[src/rtl/key_matrix_scan.sv]
// key_matrix_scan
//   Scans a 4-row x 5-column key matrix, debounces the lowest pressed key
//   code over whole frames and reports every change of the stable code as a
//   framed strobe.
//
// Parameters
//   SCAN_DIV   : clk cycles each column stays driven (>=2)
//   DEB_FRAMES : identical consecutive frame codes needed to accept a code (>=1)
//   PULSE_W    : nkpls high width and minimum low gap after it, in clk cycles (>=2)
//
// Ports
//   clk   : system clock, rising edge
//   rst   : asynchronous active-low reset
//   row_n : matrix rows, active-low, asynchronous to clk
//   col_n : column drive, exactly one bit low
//   nkv   : key code, 0 = no key, 1..20 = row*5+col+1
//   nkpls : key event strobe; its rising edge qualifies nkv
module key_matrix_scan #(
  parameter int SCAN_DIV   = 1000,
  parameter int DEB_FRAMES = 4,
  parameter int PULSE_W    = 4
) (
  input  logic       clk,
  input  logic       rst,
  input  logic [3:0] row_n,
  output logic [4:0] col_n,
  output logic [4:0] nkv,
  output logic       nkpls
);

  localparam int DW = (SCAN_DIV > 2) ? $clog2(SCAN_DIV) : 1;
  localparam int MW = $clog2(DEB_FRAMES + 1);
  localparam int PW = (PULSE_W > 2) ? $clog2(PULSE_W) : 1;

  typedef enum logic [1:0] {IDLE, SETUP, PULSE, GAP} state_t;

  logic [3:0]    row_s1, row_s2;
  logic [DW-1:0] div;
  logic [2:0]    col, col_next;
  logic [4:0]    acc, acc_next, cand;
  logic [4:0]    prev, stable;
  logic [MW-1:0] match, match_next;
  logic          slot_end, frame_end, accept;

  state_t        state;
  logic [PW-1:0] pcnt;
  logic          pend_v;
  logic [4:0]    pend_code;

  // Two-flop synchronizer for the asynchronous row inputs.
  always_ff @(posedge clk or negedge rst) begin
    if (!rst) begin
      row_s1 <= '1;
      row_s2 <= '1;
    end else begin
      row_s1 <= row_n;
      row_s2 <= row_s1;
    end
  end

  always_comb begin
    slot_end  = (div == DW'(SCAN_DIV - 1));
    frame_end = slot_end && (col == 3'd4);
    col_next  = (col == 3'd4) ? 3'd0 : col + 3'd1;

    // Lowest pressed row in the current column gives that column's lowest code.
    cand = '0;
    for (int unsigned r = 0; r < 4; r++) begin
      if (!row_s2[3-r]) cand = 5'((3 - r) * 5 + 32'(col) + 1);
    end

    acc_next = acc;
    if (cand != '0 && (acc == '0 || cand < acc)) acc_next = cand;

    if (acc_next == prev)
      match_next = (match == MW'(DEB_FRAMES)) ? match : match + MW'(1);
    else
      match_next = MW'(1);

    accept = frame_end && (match_next == MW'(DEB_FRAMES)) && (acc_next != stable);
  end

  // Column scan, frame code accumulation and debounce.
  always_ff @(posedge clk or negedge rst) begin
    if (!rst) begin
      div    <= '0;
      col    <= '0;
      col_n  <= 5'b11110;
      acc    <= '0;
      prev   <= '0;
      match  <= '0;
      stable <= '0;
    end else if (slot_end) begin
      div   <= '0;
      col   <= col_next;
      col_n <= ~(5'b00001 << col_next);
      if (frame_end) begin
        acc   <= '0;
        prev  <= acc_next;
        match <= match_next;
        if (accept) stable <= acc_next;
      end else begin
        acc <= acc_next;
      end
    end else begin
      div <= div + DW'(1);
    end
  end

  // Output FSM. Every accepted code goes through the one-deep pending
  // register; IDLE consumes it, so a newer event simply overwrites it.
  always_ff @(posedge clk or negedge rst) begin
    if (!rst) begin
      state     <= IDLE;
      nkv       <= '0;
      nkpls     <= 1'b0;
      pcnt      <= '0;
      pend_v    <= 1'b0;
      pend_code <= '0;
    end else begin
      case (state)
        IDLE: begin
          if (pend_v) begin
            pend_v <= 1'b0;
            // A code equal to the last one sent carries no news.
            if (pend_code != nkv) begin
              nkv   <= pend_code;
              state <= SETUP;
            end
          end
        end
        SETUP: begin
          nkpls <= 1'b1;
          pcnt  <= '0;
          state <= PULSE;
        end
        PULSE: begin
          if (pcnt == PW'(PULSE_W - 1)) begin
            nkpls <= 1'b0;
            pcnt  <= '0;
            state <= GAP;
          end else begin
            pcnt <= pcnt + PW'(1);
          end
        end
        GAP: begin
          if (pcnt == PW'(PULSE_W - 1)) begin
            pcnt  <= '0;
            state <= IDLE;
          end else begin
            pcnt <= pcnt + PW'(1);
          end
        end
        default: state <= IDLE;
      endcase

      if (accept) begin
        pend_v    <= 1'b1;
        pend_code <= acc_next;
      end
    end
  end

endmodule

[config.mk]
export PLATFORM = sky130hd
export DESIGN_NAME = key_matrix_scan
export DESIGN_NICKNAME = d
export VERILOG_FILES = /design/src/rtl/key_matrix_scan.sv
export SDC_FILE = /design/constraint.sdc
export NUM_CORES = 1
export LEC_CHECK = 0
export CELL_PAD_IN_SITES_DETAIL_PLACEMENT = 1
export CELL_PAD_IN_SITES_GLOBAL_PLACEMENT = 2
export CORE_UTILIZATION = 42
export DETAILED_ROUTE_END_ITERATION = 10
export HOLD_SLACK_MARGIN = 0.12
export PLACE_DENSITY = 0.91
export SLEW_MARGIN = 15
export SYNTH_ARGS = -nofsm -noshare
export SYNTH_HDL_FRONTEND = slang
export SYNTH_SLANG_ARGS = --single-unit
export TNS_END_PERCENT = 5
[constraint.sdc]
create_clock -name clk -period 8.9 [get_ports clk]
set_clock_uncertainty 0.2 [all_clocks]
set_input_delay 0.89 -clock clk [delete_from_list [all_inputs] [get_ports clk]]
set_output_delay 0.89 -clock clk [all_outputs]
set_load 0.01 [all_outputs]
==> flow_summary.ini, run 1 <==
[status]
status = finished, final reports clean

[synthesis]
synth.top_cells.by_area = dfrtp_1 35%, dfstp_2 9.2%, ha_1 7.0%
synth_mux_area_share_pct = 5.31
netlist.area_leader.share_pct = 35.2
yosysSeqAreaShare_pct = 44.4
synth_top_cells_by_count = 48 x dfrtp_1, 38 x nand2_1, 28 x o21ai_0
synth_most_common_cell = dfrtp_1
synth_top_flop_cell = dfrtp_1
async_flop_share_pct = 100
ys_types = 62
synth_top_family_by_area = simple AND/OR/NAND/NOR gates
synth_warnings = 0
yosysTopAreaCell = dfrtp_1
synth.avg_cell_area_sq_um = 9.79
synthAdderAreaFrac_pct = 6.96
syn_area_sq_um = 3420
synth_xor_area_share_pct = 4.62
synth_compound_area_share_pct = 15.6
synth-edff-count = 0
synthSimpleGateAreaFrac_pct = 17.8
ys_ff_latch = 60
syn_inst = 349
synth_fp_nets = 374

[placement]
io_buffers = 16
hpwl_mm = 5.75
gp_congestion = 0.846

[detailed_routing]
wl_mm = 7.92
drc = 0
drtIter0Drc = 84
wire_per_inst_microns = 16.8
drtAntennaViolNets = 0
dr.pass1.iters = 4
drt-vias-per-instance = 5.56
vias = 2619

[sta]
fmax_mhz = 194
finalSetupTns_ns = 0
tightest_slew_ns = 0.805
final_hold_viol_count = 0
report.final.slew_viol_count = 0
holdWs_ns = 0.156
rsz0062_at_grt = no
period_share_pct = 58.0
max_slew_margin_pct = 46.0
setup_violations = 0
period_minus_slack_ns = 5.17

[min_path]
hold_path_class = reg -> reg

[clock_tree]
clkLatencyLatePin_ns = 0.34
clock_tree.root_cell = clkbuf_8
htreeDepth = 3
cts_buffer_depth = 2
ctsResizeCount = 0
clk_pin_slew_ns = 0.07
cts_tree = built
cts_buffers = 9
cts_setup_buffers = 0
ctsHoldBuffers = 0
cts.sinks = 60

[floorplan]
rows = 32
initial_utilization_pct = 43.7
dieArea_sq_um = 8500
die_h_microns = 92.2
pin_count = 17
core-area_sq_um = 7810
die_w_microns = 92.2

[critical_path]
worstSetupStartpointType = flop
crit_chain = inv_1, ha_1, inv_1, ha_1, inv_1, o221ai_1, a22o_1, ha_1, a211oi_1, nor2_1, nor2_1, a21oi_1, a211oi_1, nor2_1, nor4_4, o311ai_4, mux2_4
cpLargestDelayFamily = compound AO/OA/AOI/OAI gates
path_max_fanout = 11
critPathArrivalTime_ns = 5.19
rrSetupSlack_ns = 3.73
worst-path-buf-inv = 3
slowest_stage = a211oi_1
critPathCaptureType = flop
slowest_delay_ns = 0.65
required_ns = 8.92
worstSetupPathType = reg -> reg

[pwr]
power_density_nw_per_um2 = 152
p_leak_uw = 0.00172
swShare_pct = 24.0
pwr-share-seq_pct = 47.5
combPwrFrac_pct = 5.1
clkPwrFrac_pct = 47.4
p_int_uw = 445
max-vdd-ir-drop_mv = 0.0954
p_sw_uw = 141

[grt]
gr-usage-all-layers_pct = 21.1
grt_pass1_vias = 2728
grt_pass1_wl_mm = 13.9
antenna_found_initial = 0
grt_max_degree = 61
grt_overflow = 0

[finish]
area_delta_synth_final_pct = 13.2
n_antenna_cell = 0
drive_gt1_share_pct = 14.4
finalNetCount = 389

[job]
cap_viol_max_count = 0
cell families after synthesis:
group                    Yosys count
AO/OA/AOI/OAI                     82
XOR/XNOR                          18
adder cells (fa/ha/maj)           19
buffers and inverters             40
flip-flops                        60
multiplexers                      14
AND/OR/NAND/NOR                  116
cell type report:
class | instances | area, sq um
multi-input combinational | 249 | 1730
clock buffer | 9 | 124
tap | 102 | 128
fill | 899 | 3940
clock inverter | 7 | 98.8
inverter | 27 | 101
timing repair buffer | 17 | 163
sequential | 60 | 1520
power by group through the flow:
stage | clock, uW | sequential [uW] | combinational, uW
3_5_place_dp | 0 | 283 | 29.7
6_report | 278 | 278 | 29.8
3_3_place_gp | 0 | 283 | 29.0
4_1_cts | 285 | 278 | 30.0
5_1_grt | 298 | 279 | 33.7
2_1_floorplan | 0 | 282 | 19.7
placed cells by master, fill, tap and decap left out, types with 3 or more instances in the layout:
| master | synthesis | routed |
|---|---|---|
| nor3_1 | 6 | 6 |
| nor2_1 | 23 | 23 |
| dfrtp_1 | 48 | 48 |
| o22ai_1 | 3 | 3 |
| o21a_1 | 4 | 4 |
| inv_1 | 25 | 25 |
| clkdlybuf4s50_1 | 0 | 15 |
| ha_1 | 19 | 19 |
| o21ai_0 | 28 | 28 |
| nand2_1 | 38 | 38 |
| clkbuf_8 | 0 | 9 |
| a31oi_1 | 5 | 5 |
| o2111ai_1 | 3 | 3 |
| nand2b_1 | 3 | 3 |
| nor4_1 | 3 | 3 |
| a21oi_1 | 12 | 12 |
| dfstp_2 | 12 | 12 |
| xor2_1 | 9 | 9 |
| and4_1 | 3 | 3 |
| mux2_4 | 7 | 7 |
| mux2_2 | 5 | 5 |
| nand3_1 | 9 | 9 |
| a211oi_1 | 3 | 3 |
| nor2b_1 | 3 | 3 |
| and3_1 | 5 | 5 |
| xnor2_1 | 9 | 9 |
| or3_1 | 5 | 5 |
layer usage:
metal	vias up	global-route usage (%)	share of wire, %
met2	45	34.3	48
met1	1295	27.3	47
li1	1262	-	-
met4	0	8.98	2.6
met3	17	4.15	3.1
met5	-	0	0
worst paths after layout:
path                           start        end  depth (start not counted)
max in group asynchronous        rst     div[1]                          2
max reg2reg                   col[0]  stable[2]                         17
min                        row_s1[3]  row_s2[3]                          0
max                           col[0]  stable[2]                         17
min in group asynchronous        rst     nkv[1]                          2
min reg2reg                row_s1[3]  row_s2[3]                          0
flip-flops by register name (all words and copies together), names as in the netlist, 4 cells and up:
| register | cells |
|---|---|
| pend_code | 5 |
| div | 10 |
| stable | 5 |
| col_n | 5 |
| acc | 5 |
| row_s2 | 4 |
| prev | 5 |
| nkv | 5 |
| row_s1 | 4 |
stage by stage:
stage | std cells | utilization [%] | cell area (sq um) | worst slack, ns | power [uW]
floorplan | 349 | - | 3420 | 4.46 | 302
global placement | 455 | 46.5 | 3630 | 3.68 | 312
detailed placement | 455 | 46.5 | 3630 | 3.50 | 313
CTS | 471 | 49.4 | 3850 | 3.42 | 593
global route | 471 | 49.5 | 3860 | 3.28 | 610
finish | 471 | 49.5 | 3860 | 3.73 | 586
Power figures use the tool's default switching activity.
==> run 2: changes to the inputs <==
--- a/config.mk
+++ b/config.mk
@@ -7,10 +7,10 @@
 export LEC_CHECK = 0
 export CELL_PAD_IN_SITES_DETAIL_PLACEMENT = 1
 export CELL_PAD_IN_SITES_GLOBAL_PLACEMENT = 2
-export CORE_UTILIZATION = 42
+export CORE_UTILIZATION = 35
 export DETAILED_ROUTE_END_ITERATION = 10
 export HOLD_SLACK_MARGIN = 0.12
-export PLACE_DENSITY = 0.91
+export PLACE_DENSITY = 0.81
 export SLEW_MARGIN = 15
 export SYNTH_ARGS = -nofsm -noshare
 export SYNTH_HDL_FRONTEND = slang
==> constraint.sdc (replaced) <==
create_clock -name clk -period 4.7 [get_ports clk]
set_clock_uncertainty 0.2 [all_clocks]
set_input_delay 0.47 -clock clk [delete_from_list [all_inputs] [get_ports clk]]
set_output_delay 0.47 -clock clk [all_outputs]
set_load 0.01 [all_outputs]
==> flow_summary.ini, run 2 (synthesis gave the netlist of run 1 again) <==
[detailed_routing]
drtIter0Drc = 52
routedLengthMet1_mm = 3.78
highest_layer = met4
wl_met2_mm = 3.74
wire_per_inst_microns = 15.4
vias = 2617
drtAntennaViolNets = 0
dr.pass1.iters = 4
drc = 0
drt-vias-per-instance = 5.15
met3_length_microns = 181
wl_mm = 7.81

[sta]
holdWs_ns = 0.158
tightest_slew_ns = 0.657
setup_violations = 0
max_slew_margin_pct = 56.2
fmax_mhz = 229
final_hold_viol_count = 0
report.final.slew_viol_count = 0
layout_setup_ws_ns = 0.326
period_share_pct = 93.1
rsz0062_at_grt = no
finalSetupTns_ns = 0
period_minus_slack_ns = 4.37

[job]
cap_viol_max_count = 0

[clock_tree]
cts_buffers = 9
cts_setup_buffers = 0
cts_buffer_depth = 2
cts.sinks = 60
htreeDepth = 3
clk_pin_slew_ns = 0.08
clkLatencyLatePin_ns = 0.35
clock_tree.root_cell = clkbuf_8
cts_tree = built

[grt]
grt_overflow = 0
grt_pass1_vias = 2711
grt_max_degree = 53
grt_pass1_wl_mm = 13.5
gr-usage-all-layers_pct = 17.2
antenna_found_initial = 0

[critical_path]
reg2reg_depth = 18
worstSetupPathType = reg -> reg
path_max_fanout = 11
critPathCaptureType = flop
required_ns = 4.74
worstSetupStartpointType = flop
rrSetupSlack_ns = 0.33
r2r-end = stable[0]
critPathArrivalTime_ns = 4.41
rr_startpoint = col[0]

[finish]
drive_gt1_share_pct = 17.2
n_antenna_cell = 0
final_common_cell = dfrtp_1
finalNetCount = 399
fillers = 1071
stdcell_area_sq_um = 3930
largest-register = div
largest_reg_flops = 10
area_delta_synth_final_pct = 15.0
layout_common_cells = 48 x dfrtp_1, 38 x nand2_1, 28 x o21ai_0, 24 x inv_1, 22 x nor2_1

[min_path]
hold_path_end = row_s2[0]
min_delay_path_depth = 0
hold_path_class = reg -> reg
hp-start = row_s1[0]

[placement]
io_buffers = 16
place_area_sq_um = 3730
hpwl_mm = 5.82
gp_congestion = 0.836
dp_slack_ns = 0.167

[floorplan]
initial_utilization_pct = 36.6
die_w_microns = 101
pin_count = 17
die_h_microns = 101
dieArea_sq_um = 10200
rows = 35
core-area_sq_um = 9330

[pwr]
power_density_nw_per_um2 = 256
max-vdd-ir-drop_mv = 0.128
p_leak_uw = 0.00175

[status]
status = finished, final reports clean
[run 2: cell types whose count changed in the layout (fill, tap and decap cells not counted), sizes merged]
cell,delta
bufinv,-2
clkinvlp,+2
buf,+9
dlygate4sd3,+1
[run 2: power breakdown]
group | internal (uW) | total (uW) | switching (uW)
clock | 192 | 419 | 226
combinational | 22.7 | 61.0 | 38.3
sequential | 523 | 527 | 4.34
total | 738 | 1010 | 269
[run 2: area by class of cell]
cell class | instances | area (sq um) | area share (%)
well taps | 129 | 161 | 4.11
clock buffers | 9 | 124 | 3.15
inverters | 27 | 101 | 2.58
multi-input cells | 249 | 1730 | 44.1
repair buffers | 27 | 244 | 6.21
flip-flops and latches | 60 | 1520 | 38.6
clock inverters | 7 | 50.0 | 1.27
[run 2: through the flow]
| step | total power, uW | util [%] | cells |
|---|---|---|---|
| 4_1_cts | 1020 | 42.0 | 508 |
| 5_1_grt | 1060 | 42.1 | 508 |
| 6_report | 1010 | 42.1 | 508 |
| 3_5_place_dp | 597 | 40.0 | 491 |
| 3_3_place_gp | 596 | 40.0 | 491 |
| 2_1_floorplan | 571 | - | 349 |
[run 2: how the worst max path moves through the flow]
stage               slack (ns)  depth (start not counted)           end   start
finish                    0.33                         18     stable[0]  col[0]
global route              0.06                         18     stable[0]  col[1]
CTS                       0.17                         18     stable[0]  col[1]
detailed placement        0.17                         18     stable[0]  col[1]
global placement          0.35                         18     stable[0]  col[1]
floorplan                 0.26                         21  pend_code[0]  col[0]
[run 2: what timing repair did]
action / in CTS / in global routing
endpoints found under the setup margin: 0 / 8
resized for setup: 0 / 4
hold buffers: 1 / 0
hold endpoints to repair: 8 / 0
[run 2: routing by layer]
metal  vias up  global-route usage, %
met4         0                   5.02
li1       1280                      -
met2        31                   28.3
met5         -                      0
met3         9                   4.37
met1      1297                   22.4
[run 2: worst max-delay path, stage by stage (launching register included)]
cell and delay [ns]:
dfrtp_1 0.39, inv_1 0.16, ha_1 0.17, inv_1 0.04, ha_1 0.26, inv_1 0.05, o221ai_1 0.10, a22o_1 0.25
ha_1 0.30, a211oi_1 0.34, o21bai_2 0.18, o21a_1 0.22, o21a_1 0.20, a31oi_1 0.29, xnor2_1 0.18, nand3_1 0.11
o311ai_2 0.26, buf_6 0.22, mux2_2 0.35
==> run 3: changes to the inputs <==
--- a/config.mk
+++ b/config.mk
@@ -11,6 +11,7 @@
 export DETAILED_ROUTE_END_ITERATION = 10
 export HOLD_SLACK_MARGIN = 0.12
 export PLACE_DENSITY = 0.81
+export RECOVER_POWER = 50
 export SLEW_MARGIN = 15
 export SYNTH_ARGS = -nofsm -noshare
 export SYNTH_HDL_FRONTEND = slang
==> flow_summary.ini, run 3 (synthesis gave the netlist of run 1 again) <==
[status]
status = complete, but fails checks
violations = capacitance limit, slew limit

[floorplan]
pin_count = 17
die_w_microns = 101
rows = 35
die_h_microns = 101
dieArea_sq_um = 10200
core-area_sq_um = 9330
initial_utilization_pct = 36.6

[clock_tree]
clock_tree.root_cell = clkbuf_8
cts_setup_buffers = 0
htreeDepth = 3
cts_buffer_depth = 2
clkLatencyLatePin_ns = 0.35
clk_pin_slew_ns = 0.08
cts_buffers = 9
cts.sinks = 60
cts_tree = built

[finish]
final_util_pct = 42.1
stdcell_count = 508
layout_common_cells = 48 x dfrtp_1, 38 x nand2_1, 28 x o21ai_0, 24 x inv_1, 22 x nor2_1
drive_gt1_share_pct = 16.6
finalNetCount = 399
n_antenna_cell = 0
largest-register = div
area_delta_synth_final_pct = 14.8
largest_reg_flops = 10
final_common_cell = dfrtp_1

[grt]
grt_overflow = 0
gr-usage-all-layers_pct = 17.2
grt_pass1_vias = 2711
grt_max_degree = 53
grt_pass1_wl_mm = 13.5
antenna_found_initial = 0

[sta]
rsz0062_at_grt = no
period_share_pct = 93.1
finalSetupTns_ns = 0
tightest_slew_ns = 2.76
report.final.slew_viol_count = 53
setup_violations = 0
fmax_mhz = 229
max_slew_margin_pct = -83.8
final_hold_viol_count = 0
period_minus_slack_ns = 4.37

[critical_path]
worst-path-buf-inv = 4
cp.depth = 18
path_max_fanout = 11
crit_chain = inv_1, ha_1, inv_1, ha_1, inv_1, o221ai_1, a22o_1, ha_1, a211oi_1, o21bai_2, o21a_1, o21a_1, a31oi_1, xnor2_1, nand3_1, o311ai_2, buf_6, mux2_2
critPathCaptureType = flop
cpLargestDelayFamily = compound AO/OA/AOI/OAI gates
required_ns = 4.74
critPathArrivalTime_ns = 4.41
slowest_delay_ns = 0.39
worstSetupStartpointType = flop
slowest_stage = dfrtp_1
reg2reg_depth = 18
worstSetupPathType = reg -> reg

[job]
cap_viol_max_count = 1

[placement]
hpwl_mm = 5.82
io_buffers = 16
gp_congestion = 0.836
dp_cells = 491

[detailed_routing]
drt-vias-per-instance = 5.15
drtIter0Drc = 52
vias = 2617
drtAntennaViolNets = 0
wire_per_inst_microns = 15.4
wl_mm = 7.80
dr.pass1.iters = 4
drc = 0

[min_path]
hold_path_class = reg -> reg
min_delay_path_depth = 0

[pwr]
max-vdd-ir-drop_mv = 0.128
power_density_nw_per_um2 = 256
p_leak_uw = 0.00174
-- run 3: cell types whose count changed in the layout (fill, tap and decap cells not counted), sizes merged --
cell,before,now
buf,11,9
dlygate4sd3,1,5
clkdlybuf4s50,15,11
clkbuf,9,11
-- run 3: area by class of cell --
type,instances,area [sq um]
Sequential cell,60,1520
Inverter,27,101
Clock inverter,7,50.0
Timing Repair Buffer,27,239
Fill cell,1071,5410
Clock buffer,9,124
Multi-Input combinational cell,249,1730
Tap cell,129,161
-- run 3: final timing paths --
check                               start         to  slack, ns
worst max register to register     col[0]  stable[0]       0.33
worst min register to register  row_s1[0]  row_s2[0]       0.16
min in group asynchronous             rst     nkv[2]       0.40
max in group asynchronous             rst     col[0]       0.92
worst max-delay path               col[0]  stable[0]       0.33
worst min-delay path            row_s1[0]  row_s2[0]       0.16
-- run 3: power breakdown --
part,switching (uW),internal (uW)
Clock,226,192
Combinational,38.3,21.5
Sequential,4.34,523
Total,269,737
-- run 3: what timing repair did --
action / in CTS / in global routing
resized for setup: 0 / 4
hold buffers: 1 / 0
endpoints found under the hold margin: 8 / 0
setup endpoints to repair: 0 / 8
-- run 3: routing by layer --
layer / vias up / track usage, % / wire, microns
met3: 9 / 4.37 / 181
met1: 1297 / 22.4 / 3780
li1: 1280 / - / -
met2: 31 / 28.3 / 3740
met4: 0 / 5.02 / 104
met5: - / 0 / 0
-- run 3: through the flow --
step	hold slack [ns]	total power, uW	cell area [sq um]	setup WS (ns)
2_1_floorplan	-0.0256	571	3420	0.259
3_3_place_gp	0.134	596	3730	0.345
3_5_place_dp	0.134	597	3730	0.167
4_1_cts	0.159	1020	3920	0.168
5_1_grt	0.162	1050	3920	0.0596
6_report	0.158	1010	3920	0.326
